File: src/rtl/pulse_xy_meter_pkg.sv
// Shared FSM state type and default sizing for the two-axis pulse meter.
package pulse_xy_meter_pkg;

  typedef enum logic [1:0] {
    StIdle,
    StArmed,
    StRunning
  } axis_state_e;

  localparam int unsigned DefCntW    = 16;
  localparam int unsigned DefPerW    = 24;
  localparam int unsigned DefTimeout = 5000000;

endpackage

File: src/rtl/pulse_axis_meter.sv
// Single-axis pulse meter: synchroniser, rising-edge counter, edge-to-edge period timer
// and stall detection.
module pulse_axis_meter
  import pulse_xy_meter_pkg::*;
#(
  parameter int unsigned CNT_W   = DefCntW,
  parameter int unsigned PER_W   = DefPerW,
  parameter int unsigned TIMEOUT = DefTimeout
) (
  input  logic             clk,
  input  logic             rst,
  input  logic             pulse,
  input  logic             clr,
  output logic [CNT_W-1:0] count,
  output logic [PER_W-1:0] period,
  output logic             valid,
  output logic             stall,
  output logic             ovf
);

  localparam logic [PER_W-1:0] TimeoutVal = PER_W'(TIMEOUT);
  localparam logic [PER_W-1:0] TimerOne   = PER_W'(1);
  localparam logic [CNT_W-1:0] CntOne     = CNT_W'(1);

  axis_state_e      state_q, state_d;
  logic [PER_W-1:0] timer_q, timer_d;
  logic [PER_W-1:0] period_q, period_d;
  logic [CNT_W-1:0] count_q, count_d;
  logic             valid_q, valid_d;
  logic             stall_q, stall_d;
  logic             ovf_q, ovf_d;
  logic             meta_q, sync_q, prev_q;
  logic             edge_det;

  assign edge_det = sync_q & ~prev_q;

  always_ff @(posedge clk or posedge rst) begin
    if (rst) begin
      meta_q <= 1'b0;
      sync_q <= 1'b0;
      prev_q <= 1'b0;
    end else begin
      meta_q <= pulse;
      sync_q <= meta_q;
      prev_q <= sync_q;
    end
  end

  always_comb begin
    state_d  = state_q;
    timer_d  = timer_q;
    period_d = period_q;
    valid_d  = 1'b0;
    stall_d  = stall_q;
    unique case (state_q)
      StIdle: begin
        if (edge_det) begin
          state_d = StArmed;
          timer_d = TimerOne;
          stall_d = 1'b0;
        end
      end
      StArmed, StRunning: begin
        // An edge landing on the timeout cycle still wins over the stall.
        if (edge_det) begin
          state_d  = StRunning;
          period_d = timer_q;
          valid_d  = 1'b1;
          timer_d  = TimerOne;
        end else if (timer_q >= TimeoutVal) begin
          state_d  = StIdle;
          period_d = '0;
          stall_d  = 1'b1;
          timer_d  = '0;
        end else begin
          timer_d = timer_q + TimerOne;
        end
      end
      default: state_d = StIdle;
    endcase
  end

  always_comb begin
    count_d = count_q;
    ovf_d   = ovf_q;
    if (clr) begin
      count_d = edge_det ? CntOne : '0;
      ovf_d   = 1'b0;
    end else if (edge_det) begin
      count_d = count_q + CntOne;
      if (&count_q) begin
        ovf_d = 1'b1;
      end
    end
  end

  always_ff @(posedge clk or posedge rst) begin
    if (rst) begin
      state_q  <= StIdle;
      timer_q  <= '0;
      period_q <= '0;
      count_q  <= '0;
      valid_q  <= 1'b0;
      stall_q  <= 1'b0;
      ovf_q    <= 1'b0;
    end else begin
      state_q  <= state_d;
      timer_q  <= timer_d;
      period_q <= period_d;
      count_q  <= count_d;
      valid_q  <= valid_d;
      stall_q  <= stall_d;
      ovf_q    <= ovf_d;
    end
  end

  assign count  = count_q;
  assign period = period_q;
  assign valid  = valid_q;
  assign stall  = stall_q;
  assign ovf    = ovf_q;

endmodule

File: src/rtl/pulse_xy_meter.sv
// Two-axis receive-side monitor for Pulse_X/Pulse_Y: one independent meter per axis.
module pulse_xy_meter
  import pulse_xy_meter_pkg::*;
#(
  parameter int unsigned CNT_W   = DefCntW,
  parameter int unsigned PER_W   = DefPerW,
  parameter int unsigned TIMEOUT = DefTimeout
) (
  input  logic             sysclk,
  input  logic             reset,
  input  logic             Pulse_X,
  input  logic             Pulse_Y,
  input  logic             Clr,
  output logic [CNT_W-1:0] Count_X,
  output logic [CNT_W-1:0] Count_Y,
  output logic [PER_W-1:0] Period_X,
  output logic [PER_W-1:0] Period_Y,
  output logic             Valid_X,
  output logic             Valid_Y,
  output logic             Stall_X,
  output logic             Stall_Y,
  output logic             Ovf_X,
  output logic             Ovf_Y
);

  pulse_axis_meter #(
    .CNT_W  (CNT_W),
    .PER_W  (PER_W),
    .TIMEOUT(TIMEOUT)
  ) u_axis_x (
    .clk   (sysclk),
    .rst   (reset),
    .pulse (Pulse_X),
    .clr   (Clr),
    .count (Count_X),
    .period(Period_X),
    .valid (Valid_X),
    .stall (Stall_X),
    .ovf   (Ovf_X)
  );

  pulse_axis_meter #(
    .CNT_W  (CNT_W),
    .PER_W  (PER_W),
    .TIMEOUT(TIMEOUT)
  ) u_axis_y (
    .clk   (sysclk),
    .rst   (reset),
    .pulse (Pulse_Y),
    .clr   (Clr),
    .count (Count_Y),
    .period(Period_Y),
    .valid (Valid_Y),
    .stall (Stall_Y),
    .ovf   (Ovf_Y)
  );

endmodule

File: config.mk
export PLATFORM = sky130hd
export DESIGN_NAME = pulse_xy_meter
export DESIGN_NICKNAME = d
export VERILOG_FILES = /design/src/rtl/pulse_xy_meter_pkg.sv /design/src/rtl/pulse_axis_meter.sv /design/src/rtl/pulse_xy_meter.sv
export SDC_FILE = /design/constraint.sdc
export NUM_CORES = 1
export LEC_CHECK = 0
export CORE_UTILIZATION = 55
export DETAILED_ROUTE_END_ITERATION = 8
export PLACE_DENSITY = 0.8
export SLEW_MARGIN = 20
export SYNTH_ARGS = -nofsm -noshare
export SYNTH_HDL_FRONTEND = slang
export SYNTH_SLANG_ARGS = --single-unit
File: constraint.sdc
create_clock -name sysclk -period 6.36 [get_ports sysclk]
set_input_delay 1.272 -clock sysclk [delete_from_list [all_inputs] [get_ports sysclk]]
set_output_delay 1.272 -clock sysclk [all_outputs]
set_load 0.05 [all_outputs]
==> qor.csv, run 1 <==
stage;metric;value;unit
outcome;status;finished clean;
power_and_ir_drop;clkPwrFrac;39.9;%
power_and_ir_drop;seq_power_share;38.1;%
floorplan;die_area;12800;um^2
power_and_ir_drop;p_leak;3.59;nW
timing;tns;0;ns
setup_path;worst-setup-path-type;reg -> out;
timing;drv_slew;0;
clocking;cts-root-buf;clkbuf_16;
min_path;hp-class;reg -> reg;
floorplan;core;12000;um^2
placed_design;place.gp.congestion;0.856;
yosys;synth_common_cells;dfrtp_1 (144), nand2_1 (131), nor2_1 (82);
global_route;busiest_layer;met2;
clocking;h-tree-depth;4;
global_route;antenna_found_initial;0;
timing;hold_violations;0;
yosys;synth_area_per_cell;9.73;um^2
clocking;cts_tree;yes;
layout;final_cells;940;
yosys;yosysTopAreaCell;dfrtp_1;
timing;rsz0062_at_grt;false;
placed_design;dpl.hpwl;9.70;mm
setup_path;cp_data_required_time;5.09;ns
drt;wl_per_cell;15.7;um
yosys;synthTopCellsByArea;dfrtp_1 (53%), nand2_1 (7.3%), xor2_1 (5.9%);
power_and_ir_drop;switching_share;31.6;%
drt;drt_pass1_iterations;5;
yosys;synth-edff-count;0;
drt;route.detailed.drc;0;
timing;finalCritPeriodShare;47.6;%
layout;multi_input_area;2970;um^2
yosys;synth.yosys.seq_area_share;53.1;%
drt;vias_per_cell;5.72;
global_route;grt_start_max_net_pins;101;
floorplan;initial_core_util;56.5;%
clocking;ctsLongestPathBuffers;2;
clocking;holdBufCountCts;0;
placed_design;dp_cells;908;
yosys;synthArstFlopShare;100;%
timing;clock.fmax;330;MHz
power_and_ir_drop;switching_power;0.845;mW
floorplan;rows;40;
global_route;grtUsageMet3;4.87;%
yosys;syn-instance-count;697;
floorplan;die_h;113;um
global_route;grtUsageTotal;24.5;%
setup_path;critPathCaptureType;output port;
global_route;grt_pass1_vias;5302;
setup_path;cp_data_arrival_time;1.76;ns
yosys;synth.most_common_cell;dfrtp_1;
timing;finalCriticalPeriod;3.03;ns
layout;regArea;3600;um^2
clocking;clk_latency;0.43;ns
power_and_ir_drop;total_power;2.67;mW
layout;nFillCells;902;
placed_design;port_buffers;90;
global_route;grtUsageMet2;41.9;%
yosys;yosys_register_bits;144;
clocking;postCtsSetupRepairBufs;0;
setup_path;slowest_stage;clkdlybuf4s50_1;
setup_path;cpLargestDelayFamily;buffers and inverters;
timing;tightest_slew;0.920;ns
timing;max_slew_margin;38.5;%
global_route;grt_pass1_wl;24.9;mm
placed_design;placed_cell_area;7750;um^2
setup_path;critPathBufInv;1;
setup_path;cpPeakStageDelay;0.85;ns
layout;layout-drive-gt1-share;6.31;%
layout;layout.nets;797;
global_route;gr-total-overflow;0;
floorplan;die_x;113;um
setup_path;worst_setup_path_start_kind;register;
layout;area_delta_synth_final;23.7;%
power_and_ir_drop;ir_drop;0.226;mV
drt;finalWirelength;14.8;mm
timing;skew;0.00741;ns
yosys;synth_cell_types;58;
global_route;use_met1;30.0;%
layout;antenna-diode-count;0;
floorplan;io-pin-count;91;
setup_path;crit_chain;clkdlybuf4s50_1;
yosys;ys.warnings.count;0;
clocking;cts_buffers;17;
yosys;syn_nets;714;
clocking;clock-sinks;144;
clocking;clkTransAtPathRegs;0.06;ns
layout;final_area;8390;um^2
setup_path;cp_max_fo;7;
power_and_ir_drop;internal_power;1.83;mW
drt;postRouteAntennaNets;0;
yosys;synth_top_area_share;53.1;%
job;maxCapViolations;0;
drt;vias;5375;
timing;finalSetupViolations;0;
power_and_ir_drop;combPwrFrac;21.9;%
power_and_ir_drop;cellPowerDensity;319;nW/um^2
drt;drt_iter0_markers;349;
clocking;cts_resized;0;
yosys;synth_area;6780;um^2
yosys;synthFlopType;dfrtp_1;
## layout by cell type, fill, tap and decap left out, types with 5 or more instances in the layout
master / instances
nor2_1: 82
dfrtp_1: 144
ha_1: 12
a31oi_1: 5
nand2_1: 131
inv_1: 15
and4_1: 8
nand3_1: 26
and3_1: 9
nand4_1: 26
a21oi_1: 60
xnor2_1: 22
clkdlybuf4s50_1: 89
nor3_1: 9
and2_1: 8
xor2_1: 46
clkbuf_16: 17
## worst reg2reg max path: cells and delay by family, from the launching register on
kind,cells,cell delay (ns)
compound gates,2,1.11
flops,1,0.45
simple gates,2,0.72
## cells by family (layout without fill, tap and decap cells)
group | Yosys count | in the layout | synth area share [%]
adder cells (fa/ha/maj) | 12 | 12 | 2.21
XOR/XNOR | 68 | 68 | 8.78
AND/OR/NAND/NOR | 324 | 324 | 22.2
multiplexers | 1 | 1 | 0.166
flip-flops | 144 | 144 | 53.1
AO/OA/AOI/OAI | 101 | 101 | 10.4
buffers and inverters | 47 | 143 | 3.08
## layer usage
metal	wire length [um]	vias up	share of wire [%]
li1	-	2550	-
met1	6310	2636	43
met2	7490	161	51
met3	644	28	4.4
met4	322	0	2.2
met5	0	-	0
## final cells by class
cell class,instances,share of cell area [%]
clock buffer,22,5.77
clock inverter,10,1.86
inverter,18,0.865
multi-input combinational,506,35.4
sequential,144,43.0
tap,147,2.19
timing repair buffer,93,10.9
## power by group through the flow
stage,sequential (mW),combinational (mW),clock [mW]
floorplan,1.11,0.371,0
global placement,1.03,0.561,0
detailed placement,1.03,0.582,0
CTS,1.02,0.587,1.08
global route,1.03,0.645,1.11
finish,1.02,0.587,1.07
## path summary, 6_finish.rpt
| kind | startpoint | slack (ns) | endpoint | cells after the start |
|---|---|---|---|---|
| max in group asynchronous | reset | 3.83 | u_axis_y.timer_q[17]$_DFFE_PP0P_ | 3 |
| worst max-delay path | u_axis_x.count[3]$_DFFE_PP0P_ | 3.33 | Count_X[3] | 1 |
| worst max register to register | u_axis_x.timer_q[16]$_DFFE_PP0P_ | 3.92 | u_axis_x.timer_q[20]$_DFFE_PP0P_ | 4 |
| worst min-delay path | u_axis_y.meta_q$_DFF_PP0_ | 0.35 | u_axis_y.sync_q$_DFF_PP0_ | 0 |
| worst min register to register | u_axis_y.meta_q$_DFF_PP0_ | 0.35 | u_axis_y.sync_q$_DFF_PP0_ | 0 |
| min in group asynchronous | reset | 1.42 | u_axis_x.count[2]$_DFFE_PP0P_ | 2 |
## per-stage QoR
step	hold WS (ns)	worst slack [ns]	util, %
2_1_floorplan	0.331	1.22	-
3_3_place_gp	0.332	3.37	64.5
3_5_place_dp	0.343	3.30	64.5
4_1_cts	0.354	3.33	69.9
5_1_grt	0.364	3.28	69.8
6_report	0.354	3.33	69.8
## state kept, by name, summed over array words and instances, names as in the netlist, 2 cells and up
signal and count:
u_axis_x.period 24, u_axis_y.timer_q 24, u_axis_y.period 24, u_axis_y.count 16, u_axis_x.count 16, u_axis_y.state_q 2
u_axis_x.timer_q 24, u_axis_x.state_q 2
(Power assumes the default switching activity.)
==> run 2: changes to the inputs <==
--- a/config.mk
+++ b/config.mk
@@ -5,9 +5,9 @@
 export SDC_FILE = /design/constraint.sdc
 export NUM_CORES = 1
 export LEC_CHECK = 0
-export CORE_UTILIZATION = 55
+export CORE_UTILIZATION = 50
 export DETAILED_ROUTE_END_ITERATION = 8
-export PLACE_DENSITY = 0.8
+export PLACE_DENSITY = 0.77
 export SLEW_MARGIN = 20
 export SYNTH_ARGS = -nofsm -noshare
 export SYNTH_HDL_FRONTEND = slang
==> constraint.sdc (replaced) <==
create_clock -name sysclk -period 2.7 [get_ports sysclk]
set_input_delay 0.54 -clock sysclk [delete_from_list [all_inputs] [get_ports sysclk]]
set_output_delay 0.54 -clock sysclk [all_outputs]
set_load 0.05 [all_outputs]
==> run 2 against run 1 <==
Against the previous run: wire length is 1.1% higher; first-iteration DRC count is 2.6% lower; hold slack better by 0.0058 ns; critical path depth stayed put; utilization is 5.3 points lower; cell count is 3.9% higher; setup slack worse by 2.9 ns; critical endpoint unchanged; largest cell class unchanged; highest routed layer unchanged.
==> qor.csv, run 2 (synthesis gave the netlist of run 1 again) <==
stage;metric;value;unit;change
min_path;whs_path_depth;0;;unchanged
placed_design;port_buffers;90;;unchanged
global_route;grtUsageTotal;22.7;%;was 24.5%
setup_path;cpLargestDelayFamily;buffers and inverters;;unchanged
drt;postRouteAntennaNets;0;;unchanged
clocking;cts-root-buf;clkbuf_16;;unchanged
timing;hold_violations;0;;unchanged
placed_design;pre_cts_slack;0.646;ns;was 3.30 ns
power_and_ir_drop;seq_power_share;36.9;%;was 38.1%
global_route;grt_pass1_vias;5361;;was 5,302
clocking;cts_tree;yes;;unchanged
setup_path;slowest_stage;clkdlybuf4s50_1;;unchanged
min_path;hp-start;u_axis_x.meta_q$_DFF_PP0_;;was u_axis_y.meta_q$_DFF_PP0_
layout;antenna-diode-count;0;;unchanged
timing;tightest_slew;0.679;ns;was 0.920 ns
drt;vias;5347;;was 5,375
layout;layout.nets;805;;was 797
timing;tns;0;ns;unchanged
timing;clock.fmax;440;MHz;
power_and_ir_drop;cellPowerDensity;761;nW/um^2;was 319 nW/um^2
timing;finalCriticalPeriod;2.28;ns;
drt;finalWirelength;14.9;mm;was 14.8 mm
clocking;postCtsSetupRepairBufs;0;;unchanged
clocking;clk_latency;0.42;ns;was 0.43 ns
job;maxCapViolations;0;;unchanged
setup_path;critPathBufInv;1;;unchanged
power_and_ir_drop;ir_drop;0.373;mV;was 0.226 mV
clocking;ctsLongestPathBuffers;2;;unchanged
clocking;clock-sinks;144;;unchanged
floorplan;io-pin-count;91;;unchanged
layout;mostFrequentLayoutCells;dfrtp_1 (144), nand2_1 (131), clkdlybuf4s50_1 (90);;was dfrtp_1 (144), nand2_1 (131), clkdlybuf4s50_1 (89)
setup_path;worst-setup-path-type;reg -> out;;unchanged
drt;drt_pass1_iterations;4;;was 5
setup_path;cp_data_arrival_time;1.74;ns;was 1.76 ns
clocking;h-tree-depth;4;;unchanged
layout;layout-drive-gt1-share;6.99;%;was 6.31%
setup_path;cp_max_fo;7;;unchanged
setup_path;cpPeakStageDelay;0.85;ns;about the same
placed_design;place.gp.congestion;0.872;;was 0.856
layout;utilization;64.6;%;was 69.8%
timing;finalSetupViolations;0;;unchanged
global_route;grt_start_max_net_pins;78;;was 101
floorplan;die_x;118;um;was 113 um
clocking;cts_buffers;17;;unchanged
timing;drv_slew;0;;unchanged
power_and_ir_drop;switching_power;1.99;mW;was 0.845 mW
setup_path;cp_data_required_time;2.16;ns;was 5.09 ns
clocking;clkTransAtPathRegs;0.06;ns;about the same
timing;max_slew_margin;54.6;%;was 38.5%
setup_path;rr_endpoint;u_axis_x.timer_q[4]$_DFFE_PP0P_;;was u_axis_x.timer_q[20]$_DFFE_PP0P_
min_path;hp-class;reg -> reg;;unchanged
timing;finalCritPeriodShare;84.3;%;
power_and_ir_drop;switching_share;30.6;%;was 31.6%
layout;area_delta_synth_final;26.1;%;was 23.7%
floorplan;initial_core_util;51.2;%;was 56.5%
setup_path;r2r_slack;0.64;ns;was 3.92 ns
timing;setup_slack;0.425;ns;was 3.33 ns
global_route;grt_pass1_wl;25.5;mm;was 24.9 mm
floorplan;core;13200;um^2;was 12,000 um^2
placed_design;dp_cells;945;;was 908
drt;vias_per_cell;5.47;;was 5.72
setup_path;worst_setup_path_start_kind;register;;unchanged
timing;hold-worst-slack;0.360;ns;was 0.354 ns
layout;layout_commonest_cell;dfrtp_1;;unchanged
floorplan;die_h;118;um;was 113 um
floorplan;rows;42;;was 40
global_route;antenna_found_initial;0;;unchanged
layout;final_cells;977;;was 940
setup_path;ff2ff_path_depth;5;;was 4
setup_path;critPathCaptureType;output port;;unchanged
setup_path;r2r-start;u_axis_x.prev_q$_DFF_PP0_;;was u_axis_x.timer_q[16]$_DFFE_PP0P_
power_and_ir_drop;internal_power;4.51;mW;was 1.83 mW
drt;drt_iter0_markers;340;;was 349
min_path;hold-path-endpoint;u_axis_x.sync_q$_DFF_PP0_;;was u_axis_y.sync_q$_DFF_PP0_
clocking;holdBufCountCts;0;;unchanged
power_and_ir_drop;p_leak;3.64;nW;was 3.59 nW
placed_design;dpl.hpwl;10.1;mm;was 9.70 mm
timing;skew;0.00823;ns;was 0.00741 ns
outcome;status;finished clean;;unchanged
timing;rsz0062_at_grt;false;;unchanged
floorplan;die_area;14000;um^2;was 12,800 um^2
power_and_ir_drop;combPwrFrac;21.9;%;about the same
setup_path;crit_chain;clkdlybuf4s50_1;;unchanged
power_and_ir_drop;clkPwrFrac;41.2;%;was 39.9%
drt;route.detailed.drc;0;;unchanged
drt;wl_per_cell;15.3;um;was 15.7 um
clocking;cts_resized;0;;unchanged
global_route;gr-total-overflow;0;;unchanged
==> run 2: cell types whose count changed in the layout (fill, tap and decap cells not counted), sizes merged <==
cell           change
bufinv             +2
clkinvlp           +2
clkdlybuf4s50      +1
inv                -1
clkinv             -3
buf                +7
==> run 2: area by class of cell <==
class | count | area, um^2
tap | 176 | 220
timing repair buffer | 101 | 1010
multi-input combinational | 506 | 2970
clock buffer | 22 | 474
inverter | 18 | 71.3
fill | 1053 | 4690
clock inverter | 10 | 205
sequential | 144 | 3600
==> run 2: metrics by stage <==
step                      power, mW  instance area (um^2)
after floorplan                3.48                  6790
after global placement         3.79                  7870
after detailed placement       3.85                  7870
after CTS                      6.53                  8550
after global routing           6.78                  8550
final                          6.50                  8550
==> run 2: power by group through the flow <==
stage	sequential (mW)	combinational [mW]	clock, mW
floorplan	2.61	0.875	0
global placement	2.43	1.36	0
detailed placement	2.44	1.41	0
CTS	2.40	1.42	2.71
global route	2.42	1.55	2.80
finish	2.40	1.42	2.68
==> run 2: worst max-delay path by stage <==
| stage | from | to | slack [ns] | depth (start not counted) |
|---|---|---|---|---|
| after global placement | u_axis_x.timer_q[16]$_DFFE_PP0P_ | u_axis_x.period[7]$_DFFE_PP0P_ | 0.73 | 5 |
| after CTS | u_axis_x.count[3]$_DFFE_PP0P_ | Count_X[3] | 0.42 | 1 |
| after global routing | u_axis_x.count[3]$_DFFE_PP0P_ | Count_X[3] | 0.38 | 1 |
| after floorplan | reset | u_axis_x.count[0]$_DFFE_PP0P_ | 0.35 | 1 |
| after detailed placement | u_axis_y.prev_q$_DFF_PP0_ | u_axis_y.timer_q[20]$_DFFE_PP0P_ | 0.65 | 5 |
| final | u_axis_x.count[3]$_DFFE_PP0P_ | Count_X[3] | 0.42 | 1 |
==> run 2: per-layer routing <==
metal,wire (um),vias to the layer above,track usage (%)
met2,7510,118,38.6
met3,568,22,3.91
met4,228,0,8.54
met1,6630,2639,29.2
met5,0,-,0
li1,-,2568,-
